`src/rtl/multu_hilo.sv`:
```
// Unsigned WIDTH x WIDTH shift-add multiplier that holds its result in the HI/LO registers.
// The result is committed to HI/LO only when control issues OPEN_HILO after the iterations finish.
module multu_hilo #(
   parameter int           WIDTH     = 32,
   parameter logic [5:0]   MULTU     = 6'b011001,
   parameter logic [5:0]   OPEN_HILO = 6'b111111
) (
   input  logic             clk,
   input  logic             rst,
   input  logic [5:0]       Signal,
   input  logic [WIDTH-1:0] dataA,
   input  logic [WIDTH-1:0] dataB,
   output logic [WIDTH-1:0] HiOut,
   output logic [WIDTH-1:0] LoOut,
   output logic             busy,
   output logic             done
);

   localparam int CW = (WIDTH > 1) ? $clog2(WIDTH) : 1;
   localparam logic [CW-1:0] CNT_LAST = CW'(WIDTH - 1);

   localparam logic [1:0] IDLE = 2'd0;
   localparam logic [1:0] RUN  = 2'd1;
   localparam logic [1:0] DONE = 2'd2;

   logic [1:0]         r_state;
   logic [2*WIDTH-1:0] r_mcand;
   logic [WIDTH-1:0]   r_mplier;
   logic [2*WIDTH-1:0] r_prod;
   logic [CW-1:0]      r_cnt;
   logic [WIDTH-1:0]   r_hi;
   logic [WIDTH-1:0]   r_lo;

   logic               w_isMultu;
   logic               w_isOpen;

   assign w_isMultu = (Signal == MULTU);
   assign w_isOpen  = (Signal == OPEN_HILO);

   // Operands are captured only on the IDLE->RUN edge; any non-MULTU opcode during RUN aborts.
   always_ff @(posedge clk) begin
      if (rst) begin
         r_state  <= IDLE;
         r_mcand  <= '0;
         r_mplier <= '0;
         r_prod   <= '0;
         r_cnt    <= '0;
         r_hi     <= '0;
         r_lo     <= '0;
      end else begin
         case (r_state)
            IDLE: begin
               if (w_isMultu) begin
                  r_mcand  <= {{WIDTH{1'b0}}, dataA};
                  r_mplier <= dataB;
                  r_prod   <= '0;
                  r_cnt    <= '0;
                  r_state  <= RUN;
               end
            end
            RUN: begin
               if (w_isMultu) begin
                  if (r_mplier[0]) begin
                     r_prod <= r_prod + r_mcand;
                  end
                  r_mcand  <= r_mcand << 1;
                  r_mplier <= r_mplier >> 1;
                  r_cnt    <= r_cnt + 1'b1;
                  if (r_cnt == CNT_LAST) begin
                     r_state <= DONE;
                  end
               end else begin
                  r_state <= IDLE;
               end
            end
            DONE: begin
               if (w_isOpen) begin
                  r_hi    <= r_prod[2*WIDTH-1:WIDTH];
                  r_lo    <= r_prod[WIDTH-1:0];
                  r_state <= IDLE;
               end else if (!w_isMultu) begin
                  r_state <= IDLE;
               end
            end
            default: r_state <= IDLE;
         endcase
      end
   end

   assign HiOut = r_hi;
   assign LoOut = r_lo;
   assign busy  = (r_state == RUN);
   assign done  = (r_state == DONE);

endmodule

```
`config.mk`:
```
export PLATFORM = sky130hd
export DESIGN_NAME = multu_hilo
export DESIGN_NICKNAME = d
export VERILOG_FILES = /design/src/rtl/multu_hilo.sv
export SDC_FILE = /design/constraint.sdc
export NUM_CORES = 1
export LEC_CHECK = 0
export BUFFER_PORTS_ARGS = -buffer_cell sky130_fd_sc_hd__buf_2
export CELL_PAD_IN_SITES_DETAIL_PLACEMENT = 1
export CELL_PAD_IN_SITES_GLOBAL_PLACEMENT = 1
export CORE_ASPECT_RATIO = 0.7
export CORE_MARGIN = 4
export CORE_UTILIZATION = 47
export DETAILED_ROUTE_END_ITERATION = 10
export PLACE_DENSITY_LB_ADDON = 0.25
export SYNTH_ARGS = -nofsm -noshare
export SYNTH_HDL_FRONTEND = slang
export SYNTH_SLANG_ARGS = --single-unit
```
`constraint.sdc`:
```
create_clock -name clk -period 5.2 [get_ports clk]
set_clock_uncertainty 0.05 [all_clocks]
set_input_delay 0.26 -clock clk [delete_from_list [all_inputs] [get_ports clk]]
set_output_delay 0.26 -clock clk [all_outputs]
set_load 0.05 [all_outputs]
```
## Yosys cells after proc, flatten, opt, wreduce, memory -nomap -nowiden

Cells that the tools add are included.

- Add/sub/neg operators: 2
- Equal/unequal tests: 10
- Muxes and demuxes: 19
- Reductions and logical operators: 6

Operator list:

| operator | number |
|---|---|
| $mux 64 | 5 |
| $pmux 64 s2 | 2 |
| $add 64x64->64 | 1 |
| $mux 32 | 2 |
| $pmux 32 s2 | 1 |
| $mux 2 | 5 |
| $mux 5 | 2 |
| $pmux 5 s2 | 1 |
| $eq 6x5->1 const B | 1 |
| $eq 6x6->1 const B | 1 |
| $ne 3x2->1 const B | 2 |
| $pmux 2 s3 | 1 |
| $reduce_and 3->1 | 2 |
| $add 5x1->5 const B | 1 |
| $eq 5x5->1 const B | 1 |
| $ne 2x1->1 const B | 2 |
| $reduce_and 4->1 | 1 |
| $eq 2x1->1 const B | 1 |
| $eq 2x2->1 const B | 1 |
| $logic_not 2->1 | 1 |
| $ne 2x2->1 const B | 1 |
| $reduce_and 2->1 | 1 |
| $reduce_bool 2->1 | 1 |

- Flip-flop bits (word level): 231
- Input port bits: 72
- Logic and storage cells: 44

## Logic depth before layout (Yosys ltp)

- Depth in word-level cells: 4
- Mapped depth: 13
- Mapped depth without buffers: 13

## Worst setup path after synthesis

Ideal clock, no wire load.

- Path type: register to register
- From: register r_mcand[0]
- To: register r_prod[58]
- Library setup time: 0.125 ns
- Data arrival time: 2.712 ns
- Slack: 2.314 ns
- Cell stages (with the launch flop): 14
- Cells stage by stage: dfxtp_1 -> ha_1 -> inv_1 -> fa_1 -> and2b_1 -> o2111ai_1 -> a2111oi_2 -> o311ai_1 -> a21o_1 -> a21oi_2 -> a31oi_1 -> o21ai_1 -> xnor2_1 -> o21ai_1

- Longest elaborated chain between the ends: 4

Ends and longest elaborated chain:

| element | RTL line | source |
|---|---|---|
| start: declaration | 27 | `logic [2*WIDTH-1:0] r_mcand;` |
| start signal: assignment | 54 | `r_mcand <= {{WIDTH{1'b0}}, dataA};` |
| start signal: assignment | 66 | `r_mcand <= r_mcand << 1;` |
| $add 64x64->64 | 64 | `r_prod <= r_prod + r_mcand;` |
| $mux 64 | 63 | `if (r_mplier[0]) begin` |
| $mux 64 | 62 | `if (w_isMultu) begin` |
| $pmux 64 s2 | 51 | `case (r_state)` |
| end signal: assignment | 64 |  |
| end: declaration | 29 | `logic [2*WIDTH-1:0] r_prod;` |

No other way between the ends. The select of a mux whose other input is x is not followed.
A chain may end at the register's enable or synchronous reset.

## Worst setup path in the final report

- From: register r_mcand[0]
- To: register r_prod[60]

Same word-level chain as after synthesis.

==> impl_metrics.csv <==
group,metric,value,unit
status,outcome,"finished clean",
setup_path,cp.arrival,4.03,ns
routing,vias_per_cell,5.912,
global_route,grtUsageTotal,0.2848,
die,coreArea,0.02498,mm^2
routing,drt_iter0_markers,680,
yosys,synthFlopType,"dfxtp_1",
pwr,irDropWorstVdd,219.0,uV
routing,wl,41200,um
hold_path,worstHoldPathCells,3,
setup_path,rr_worst_depth,13,
setup_path,cp_max_fo,4,
yosys,seq_area_frac_synth,0.3832,
cts,clkTransAtPathRegs,0.06,ns
cells_and_area,synthToLayoutAreaGrowth,17.42,%
pwr,p_leak,0.005714,uW
routing,firstDrtPassIters,4,
die,io_pins,138,
hold_path,worstHoldStart,"dataA[24]",
cells_and_area,final_cell_mix,"384 x nand2_1, 231 x dfxtp_1, 179 x a21oi_1",
flow_run,maxCapViolations,0,
setup_path,rrSetupSlack,1.54,ns
cts,cts_tree,"built",
setup_path,crit-reg2reg-launch,"r_mcand[0]",
cts,htreeDepth,1,
die,dieWidth,199.5,um
setup_path,cpPeakStageDelay,0.56,ns
sta,grt_setup_unrepaired,"no",
setup_path,worst_r2r_endpoint,"r_prod[60]",
yosys,synth_area,0.01207,mm^2
setup_path,path_delay_family,"compound AO/OA/AOI/OAI gates",
die,die_h,142.1,um
sta,drv_slew,0,
sta,post-route-min-period,3.665,ns
global_route,grt_pass1_vias,12230,
sta,fin_crit_sh,0.7047,
cells_and_area,drive_gt1_frac,0.1216,
yosys,synth_edf_count,0,
placement,place_inst,1946,
placement,io_buffers,137,
pwr,power,3619,uW
sta,tightestPinTransition,1.225,ns
routing,vias,12090,
global_route,grt_pass1_wl,66590,um
routing,route.detailed.wl_per_inst,20.15,um
setup_path,cpMostUsedCell,"o21ai_1",
die,initial_core_util,0.4830,
yosys,yosys_warnings,0,
routing,drc_errors,0,
cells_and_area,finalNetCount,1840,
pwr,power_per_cell_area,255.4,mW/mm^2
setup_path,crit_slowest_cell,"o311ai_1",
sta,clock.fmax,0.2729,GHz
yosys,ys_seq_elements,231,
setup_path,crit_chain,"ha_1, inv_1, fa_1, and2b_1, o2111ai_1, a2111oi_2, o311ai_1, nand2_1, a21oi_2, o21ai_1, a211oi_1, xor2_1, o21ai_1",
yosys,syn_inst,1583,
yosys,ys_types,64,
setup_path,cp-end-kind,"register",
cts,cts_num_sinks,231,
global_route,grt-ovfl-total,0,
cts,cts_root_buffer,"clkbuf_16",
sta,relSlewSlack,0.1836,
setup_path,startpoint_type,"register",
routing,ant_nets,0,
cts,clock_latency,0.53,ns
placement,gp_congestion,0.9319,
cts,cts_inserted_buffers,24,
yosys,syn_nets,1721,
cells_and_area,final_cells,2045,
sta,tns,0,ns
cts,clockBufferDepth,3,
yosys,syn_avg_cell_area,7.623,um^2
setup_path,worstPathRequired,5.56,ns
hold_path,hp-class,"in2reg",
setup_path,crit_buf_inv,1,
placement,dp_hpwl,27040,um
die,die-area,0.02834,mm^2
cells_and_area,final_common_cell,"nand2_1",
sta,finalSetupViolations,0,
sta,hold_viol,0,
hold_path,hold_path_end,"r_mcand[24]",
global_route,grt_max_degree,132,
global_route,antenna_found_initial,1,
setup_path,crit_type,"reg2reg",
die,rows,48,
yosys,ys_async_sr_fraction,0,
-- where the power goes --
part / internal [uW] / switching (uW)
clock: 968 / 725
sequential: 1780 / 5.24
combinational: 62.2 / 83.1
total: 2810 / 813
-- timing repair --
item                                   in CTS  in global routing
hold buffers                               55                  0
setup endpoints to repair                   0                  0
gates resized for setup                     0                  0
endpoints found under the hold margin      55                  0
setup buffers                               0                  0
-- worst max-delay path by stage --
stage,from,to,slack (ns),cells past startpoint
after floorplan,r_mcand[0],r_prod[58],2.31,13
after global placement,r_mcand[0],r_prod[60],1.76,13
after detailed placement,r_mcand[0],r_prod[60],1.70,13
after CTS,r_mcand[0],r_prod[60],1.66,13
after global routing,r_mcand[0],r_prod[60],1.36,13
final,r_mcand[0],r_prod[60],1.54,13
-- kinds of logic (layout without fill, tap and decap cells) --
family | count (synthesis) | count (layout) | share of synthesized area
other cells | 0 | 1 | 0
fa+ha+maj | 66 | 66 | 0.06906
buf+inv | 130 | 266 | 0.04137
compound gates | 450 | 450 | 0.2403
xor+xnor | 57 | 57 | 0.04137
simple gates | 649 | 649 | 0.2247
flops | 231 | 231 | 0.3832
-- flip-flops by register name, summed over array words and instances, names as in the netlist --
register,count
r_state,2
r_prod,64
r_cnt,5
HiOut,32
r_mplier,32
r_mcand,64
LoOut,32
-- metal layers --
| metal | part of all wire | wire, um | track usage |
|---|---|---|---|
| met5 | 0 | 0 | 0 |
| met1 | 0.47 | 19490 | 0.4074 |
| met3 | 0.053 | 2187 | 0.03739 |
| met2 | 0.45 | 18520 | 0.4603 |
| met4 | 0.024 | 1003 | 0.06752 |
-- worst min-delay path: stages --
cell      delay [ns]
buf_2           0.10
nand2_1         0.09
a311oi_1        0.09
-- cells in the mapped netlist (20+ instances only) --
master    instances  area share
nor2_1          135       0.042
xor2_1           29       0.021
a21o_1           33       0.021
nand3_1          52       0.022
dfxtp_1         231        0.38
nand2_1         384        0.12
a21oi_1         179       0.074
nand4_1          21       0.011
ha_1             65       0.067
o21ai_0          62       0.026
clkbuf_1        100       0.031
inv_1            20      0.0062
a311oi_1         63       0.046
xnor2_1          28       0.020
-- per-stage QoR --
| step | utilization | hold slack [ns] | instance area, um^2 | setup WS [ns] |
|---|---|---|---|---|
| after floorplan | - | 0.3725 | 12070 | 2.314 |
| after global routing | 0.5671 | 0.004278 | 14170 | 1.361 |
| after CTS | 0.5670 | 0.001871 | 14170 | 1.656 |
| final | 0.5671 | 0.01330 | 14170 | 1.535 |
| after detailed placement | 0.5143 | 0.3928 | 12850 | 1.699 |
| after global placement | 0.5143 | 0.3851 | 12850 | 1.756 |
-- layout make-up --
type	count	area, um^2
tap	325	406.6
antenna	1	2.502
timing repair buffer	202	1318
fill	3088	10820
clock buffer	40	740.7
inverter	21	78.83
multi-input combinational	1222	6972
clock inverter	3	26.28
sequential	231	4624
No activity file was read; power rests on OpenSTA's default activity.
